--- config.mk ---
export PLATFORM = sky130hd
export DESIGN_NAME = load_store_unit
export DESIGN_NICKNAME = d
export VERILOG_FILES = /design/src/rtl/lsu_pkg.sv /design/src/rtl/lsu_lane_align.sv /design/src/rtl/load_store_unit.sv
export SDC_FILE = /design/constraint.sdc
export NUM_CORES = 1
export LEC_CHECK = 0
export ABC_CLOCK_PERIOD_IN_PS = 2650
export CORE_MARGIN = 5
export CORE_UTILIZATION = 42
export CTS_BUF_LIST = sky130_fd_sc_hd__clkbuf_2 sky130_fd_sc_hd__clkbuf_4 sky130_fd_sc_hd__clkbuf_8
export DETAILED_ROUTE_END_ITERATION = 10
export DONT_BUFFER_PORTS = 1
export GPL_ROUTABILITY_DRIVEN = 1
export GPL_TIMING_DRIVEN = 0
export PLACE_DENSITY = 0.7
export SLEW_MARGIN = 20
export SYNTH_ARGS = -nofsm -noshare
export SYNTH_HDL_FRONTEND = slang
export SYNTH_SLANG_ARGS = --single-unit
--- constraint.sdc ---
create_clock -name clk -period 2.65 [get_ports clk]
set_input_delay 0.53 -clock clk [delete_from_list [all_inputs] [get_ports clk]]
set_output_delay 0.53 -clock clk [all_outputs]
set_load 0.005 [all_outputs]
--- src/rtl/lsu_pkg.sv ---
// Shared types for the load/store unit: access-size encodings, FSM states
// and the alignment check used when a request is accepted.
package lsu_pkg;

  typedef enum logic [1:0] {
    SZ_BYTE = 2'b00,
    SZ_HALF = 2'b01,
    SZ_WORD = 2'b10,
    SZ_ILL  = 2'b11
  } lsu_size_e;

  typedef enum logic [1:0] {
    IDLE = 2'b00,
    RD   = 2'b01,
    WR   = 2'b10,
    RESP = 2'b11
  } lsu_state_e;

  // True when the access cannot be served at this byte offset; the illegal
  // size encoding is folded in here so one call covers both error kinds.
  function automatic logic lsu_misaligned(input logic [1:0] size, input logic [1:0] offset);
    case (size)
      SZ_BYTE: lsu_misaligned = 1'b0;
      SZ_HALF: lsu_misaligned = offset[0];
      SZ_WORD: lsu_misaligned = (offset != 2'b00);
      default: lsu_misaligned = 1'b1;
    endcase
  endfunction

endpackage

--- src/rtl/lsu_lane_align.sv ---
// Little-endian lane handling: extracts and extends load data from a memory
// word, and merges sub-word store data into a previously read word.
module lsu_lane_align
  import lsu_pkg::*;
(
  input  logic [31:0] word_i,
  input  logic [1:0]  offset_i,
  input  lsu_size_e   size_i,
  input  logic        signed_i,
  input  logic [15:0] wdata_i,
  output logic [31:0] load_data_o,
  output logic [31:0] store_data_o
);

  logic [7:0]  lane_byte;
  logic [15:0] lane_half;

  // Pick the addressed byte; byte k lives in bits [8k+7:8k].
  always_comb begin
    case (offset_i)
      2'd0:    lane_byte = word_i[7:0];
      2'd1:    lane_byte = word_i[15:8];
      2'd2:    lane_byte = word_i[23:16];
      default: lane_byte = word_i[31:24];
    endcase
  end

  assign lane_half = offset_i[1] ? word_i[31:16] : word_i[15:0];

  // Extend the selected lane; word accesses pass straight through.
  always_comb begin
    case (size_i)
      SZ_BYTE: load_data_o = {{24{signed_i & lane_byte[7]}}, lane_byte};
      SZ_HALF: load_data_o = {{16{signed_i & lane_half[15]}}, lane_half};
      default: load_data_o = word_i;
    endcase
  end

  // Replace only the addressed lane(s) of the read word with the new data.
  always_comb begin
    store_data_o = word_i;
    case (size_i)
      SZ_BYTE: store_data_o[{offset_i, 3'b000} +: 8]     = wdata_i[7:0];
      SZ_HALF: store_data_o[{offset_i[1], 4'b0000} +: 16] = wdata_i;
      default: store_data_o = word_i;
    endcase
  end

endmodule

--- src/rtl/load_store_unit.sv ---
// Load/store unit: accepts one CPU access at a time, checks it, performs a
// read, a write or a read-modify-write on a word memory, then pulses a
// response. Memory writes happen on the falling edge while mem_we is high.
module load_store_unit
  import lsu_pkg::*;
#(
  parameter int MEM_WORDS = 64
) (
  input  logic        clk,
  input  logic        rst_n,
  input  logic        req_valid,
  output logic        req_ready,
  input  logic        req_we,
  input  logic [1:0]  req_size,
  input  logic        req_signed,
  input  logic [31:0] req_addr,
  input  logic [31:0] req_wdata,
  output logic        resp_valid,
  output logic [31:0] resp_rdata,
  output logic        resp_err,
  output logic [31:0] mem_addr,
  output logic [31:0] mem_wdata,
  output logic        mem_we,
  input  logic [31:0] mem_rdata
);

  lsu_state_e  state_q;
  lsu_size_e   size_q;
  logic        we_q;
  logic        signed_q;
  logic [1:0]  offset_q;
  logic [15:0] wdata_q;
  logic [31:0] mem_addr_q;
  logic [31:0] mem_wdata_q;
  logic        mem_we_q;
  logic        resp_valid_q;
  logic        resp_err_q;
  logic [31:0] resp_rdata_q;

  logic        req_err;
  logic [31:0] load_data;
  logic [31:0] store_data;

  assign req_err = lsu_misaligned(req_size, req_addr[1:0]) ||
                   ({2'b00, req_addr[31:2]} >= 32'(MEM_WORDS));

  lsu_lane_align u_align (
    .word_i       (mem_rdata),
    .offset_i     (offset_q),
    .size_i       (size_q),
    .signed_i     (signed_q),
    .wdata_i      (wdata_q),
    .load_data_o  (load_data),
    .store_data_o (store_data)
  );

  // Access sequencer; every output is a register so mem_we cannot glitch
  // and reset pulls it low immediately, cancelling a pending write.
  always_ff @(posedge clk or negedge rst_n) begin
    if (!rst_n) begin
      state_q      <= IDLE;
      size_q       <= SZ_BYTE;
      we_q         <= 1'b0;
      signed_q     <= 1'b0;
      offset_q     <= 2'b00;
      wdata_q      <= 16'h0;
      mem_addr_q   <= 32'h0;
      mem_wdata_q  <= 32'h0;
      mem_we_q     <= 1'b0;
      resp_valid_q <= 1'b0;
      resp_err_q   <= 1'b0;
      resp_rdata_q <= 32'h0;
    end else begin
      case (state_q)
        IDLE: begin
          if (req_valid) begin
            size_q   <= lsu_size_e'(req_size);
            we_q     <= req_we;
            signed_q <= req_signed;
            offset_q <= req_addr[1:0];
            wdata_q  <= req_wdata[15:0];
            if (req_err) begin
              resp_valid_q <= 1'b1;
              resp_err_q   <= 1'b1;
              resp_rdata_q <= 32'h0;
              state_q      <= RESP;
            end else begin
              mem_addr_q <= {2'b00, req_addr[31:2]};
              if (req_we && (req_size == SZ_WORD)) begin
                mem_wdata_q <= req_wdata;
                mem_we_q    <= 1'b1;
                state_q     <= WR;
              end else begin
                state_q <= RD;
              end
            end
          end
        end
        RD: begin
          if (we_q) begin
            mem_wdata_q <= store_data;
            mem_we_q    <= 1'b1;
            state_q     <= WR;
          end else begin
            resp_rdata_q <= load_data;
            resp_err_q   <= 1'b0;
            resp_valid_q <= 1'b1;
            state_q      <= RESP;
          end
        end
        WR: begin
          mem_we_q     <= 1'b0;
          resp_rdata_q <= 32'h0;
          resp_err_q   <= 1'b0;
          resp_valid_q <= 1'b1;
          state_q      <= RESP;
        end
        RESP: begin
          resp_valid_q <= 1'b0;
          state_q      <= IDLE;
        end
        default: state_q <= IDLE;
      endcase
    end
  end

  assign req_ready  = (state_q == IDLE);
  assign resp_valid = resp_valid_q;
  assign resp_rdata = resp_rdata_q;
  assign resp_err   = resp_err_q;
  assign mem_addr   = mem_addr_q;
  assign mem_wdata  = mem_wdata_q;
  assign mem_we     = mem_we_q;

endmodule

==> key figures <==
Layout
  – Nets: 787
  – P&R area growth vs syn: 12.11%
  – Layout cells sized above 1: 22.01%
  – Area of the multi-input gates: 0.003401 mm^2
  – Seq. cell area: 0.003028 mm^2
  – Fin area: 0.007596 mm^2
  – Core Util, Final: 47.99%
  – Filler Cell Count: 1472
  – Number of diodes: 0
  – Non-filler instance count after layout: 902

STA
  – Setup TNS: 0 ns
  – Final hold violations: 121
  – Clock Skew: 0.01433 ns
  – Slew headroom: 42.26%
  – Post-route minimum period: 2.528 ns
  – Setup WS post-layout: 0.1219 ns
  – Tcrit/Tclk final: 95.40%
  – Hold_ws: -0.2196 ns
  – Slew Viols, Final: 0
  – Fmax achieved: 395.6 MHz
  – Final setup vio count: 0
  – RSZ-0062 raised after global routing: false
  – Measured slew at the worst slew-check pin: 0.8623 ns

Global route
  – First-pass GRT wire length: 33530 um
  – Maximum number of pins on one net before global-route repair: 122
  – Vias in the first global route: 5676
  – GR Util All Layers: 24.02%
  – Initial antenna violation count: 1
  – Global route overflow: 0

Worst setup path
  – Crit-path max FO: 8
  – CP bufs+invs: 4
  – Crit path arrival time: 2.85 ns
  – Worst setup EP type: flop
  – R2R Setup Slk: 0.12 ns
  – Worst endpoint required time: 2.98 ns
  – Crit-path leading delay family: compound AO/OA/AOI/OAI gates
  – R2R Path End: mem_wdata[30]$_DFFE_PN0P_
  – Worst Reg2Reg Path Length in Cells: 10
  – Crit-path max cell delay: 0.43 ns
  – Crit start category: flop
  – CP Class: reg2reg
  – Reg-to-reg startpoint: offset_q[1]$_DFFE_PN0P_
  – Crit-path slowest cell: a221oi_2
  – Cell chain of the critical path: clkbuf_4 -> inv_1 -> buf_8 -> ha_1 -> nor4bb_1 -> buf_2 -> a22o_1 -> a221oi_2 -> nor2_1 -> mux2_4

Clock tree
  – Root buffer cell: clkbuf_8
  – Maximum clock path buffer count: 2
  – H-tree Lvls: 4
  – TritonCTS clock tree: yes
  – Number of buffers created by CTS: 17
  – CTS sink cnt: 121
  – Reg clk slew, reported paths: 0.08 ns
  – Clk Latency, worst-skew pair: 0.45 ns

Synth
  – Cell variety after synth: 56
  – Synth area leader: dfrtp_1
  – Seq cells post-synth: 121
  – Post-synth EDFFs: 0
  – Synth area leaders: dfrtp_1 45%, mux2_2 8.6%, mux2_4 4.4%, mux2i_1 3.1%, nand2_1 2.9%
  – Sequential-to-total area share from yosys stat: 44.69%
  – Yosys top cell area share: 44.69%
  – Synth async-reset ratio: 100.0%
  – Yosys warning total: 0
  – Cell area after synthesis: 0.006775 mm^2
  – Post-Syn Instances: 647
  – Syn avg cell area: 10.47 um^2
  – Main synth FF type: dfrtp_1
  – Most common cell in the netlist: dfrtp_1
  – Synth top cells by count: 121 x dfrtp_1, 53 x nand2_1, 52 x mux2_2

Routing
  – Final antenna-violating net count: 0
  – Vias per cell: 6.040
  – Vias: 5448
  – Drt drc: 0
  – Final WL: 22440 um
  – Routed wire per std cell: 24.87 um
  – DRC violation total after the first TritonRoute iteration: 557
  – Iteration count of the initial detailed-routing pass: 6

Floorplan
  – Die height: 137.0 um
  – Cell Rows: 46
  – Total Die Area: 0.01877 mm^2
  – Core Area: 0.01583 mm^2
  – IO Pins: 203
  – Die Wd: 137.0 um
  – Initial core utilization: 42.81%

Placed design
  – IO buf count: 0
  – Setup slack at placement: -0.6297 ns
  – HPWL Detailed: 17110 um
  – Area after DPL: 0.007049 mm^2
  – Placer Congestion: 0.9701
  – DP Cell Count: 864

Power and ir drop
  – PD cells: 1243 mW/mm^2
  – Leak: 3.509 nW
  – Total power draw: 9.442 mW
  – Worst vdd ir: 0.0006001 V

Run status
  – Violated checks: hold timing
  – Status: complete, but fails checks

Flow run
  – Max cap viols: 0

Worst hold path
  – HP Class: in2async
-- area by class of cell --
type,instances,share of cell area (%)
Sequential cell,121,39.86
Timing Repair Buffer,7,0.6918
Buffer,43,3.278
Multi-Input combinational cell,440,44.77
Tap cell,216,3.558
Clock buffer,18,3.261
Inverter,43,2.125
Clock inverter,14,2.454
-- how the worst max path moves through the flow --
stage / startpoint / endpoint / depth (start not counted)
after floorplan: offset_q[1]$_DFFE_PN0P_ / resp_rdata[23]$_DFFE_PN0P_ / 11
final: offset_q[1]$_DFFE_PN0P_ / mem_wdata[30]$_DFFE_PN0P_ / 10
after global routing: state_q[0]$_DFFE_PN0N_ / mem_wdata[20]$_DFFE_PN0P_ / 8
after detailed placement: offset_q[1]$_DFFE_PN0P_ / resp_rdata[25]$_DFFE_PN0P_ / 11
after CTS: offset_q[1]$_DFFE_PN0P_ / mem_wdata[21]$_DFFE_PN0P_ / 10
after global placement: offset_q[1]$_DFFE_PN0P_ / mem_wdata[8]$_DFFE_PN0P_ / 11
-- flip-flops by register name (all words and copies together), names as in the netlist, 2 cells and up --
| name | flops |
|---|---|
| mem_wdata | 32 |
| resp_rdata | 32 |
| mem_addr | 30 |
| wdata_q | 16 |
| offset_q | 2 |
| size_q | 2 |
| state_q | 2 |
-- cells by family (layout without fill, tap and decap cells) --
group                    after synthesis  after routing  synth area share [%]
multiplexers                         105            105                 18.17
other                                  1              2               0.05535
AND/OR/NAND/NOR                      154            154                 11.41
AO/OA/AOI/OAI                        168            168                 17.95
buffers and inverters                 87            125                 5.688
flip-flops                           121            121                 44.69
adder cells (fa/ha/maj)               11             11                 2.031
-- report_power, final --
| group | total [mW] | switching (mW) | internal, mW |
|---|---|---|---|
| sequential | 3.18 | 0.677 | 2.50 |
| clock | 1.80 | 0.826 | 0.978 |
| combinational | 4.46 | 2.48 | 1.98 |
| total | 9.44 | 3.98 | 5.46 |
-- worst reg2reg max path, stage by stage (launching register included) --
cell and delay [ns]:
dfrtp_1 0.40, clkbuf_4 0.22, inv_1 0.09, buf_8 0.13, ha_1 0.32, nor4bb_1 0.07
buf_2 0.19, a22o_1 0.21, a221oi_2 0.43, nor2_1 0.09, mux2_4 0.27
-- cell usage in the layout, fill, tap and decap left out, types with 6 or more instances in the layout --
master / Yosys / final
nand2_1: 53 / 53
dfrtp_1: 121 / 121
inv_1: 43 / 43
a22o_1: 21 / 21
mux2_4: 20 / 20
mux2_2: 52 / 52
a31oi_1: 14 / 14
a21oi_1: 27 / 27
a222oi_1: 7 / 7
nor2b_1: 28 / 28
a22oi_1: 23 / 23
buf_6: 5 / 6
ha_1: 11 / 10
o2bb2ai_1: 8 / 8
o21ai_0: 31 / 31
buf_2: 8 / 6
nand2b_1: 6 / 6
o221ai_1: 7 / 7
clkbuf_1: 25 / 19
mux2_1: 12 / 12
mux2i_1: 21 / 21
buf_4: 3 / 11
clkbuf_8: 0 / 18
nor2_1: 43 / 42
clkinv_4: 0 / 6
-- routing by layer --
| layer | global-route usage (%) | wire length [um] | up-vias |
|---|---|---|---|
| met5 | 0 | 7 | - |
| met4 | 10.25 | 706 | 2 |
| met2 | 38.94 | 10680 | 338 |
| li1 | - | - | 2403 |
| met3 | 8.088 | 2700 | 51 |
| met1 | 29.15 | 8345 | 2654 |
-- what timing repair did --
item	4_1_cts	5_1_grt
endpoints found under the setup margin	60	53
pin swaps	2	3
endpoints found under the hold margin	121	121
gates resized for setup	12	11
buffers inserted	2	5
cloned	0	0
No activity file was read; power rests on OpenSTA's default activity.
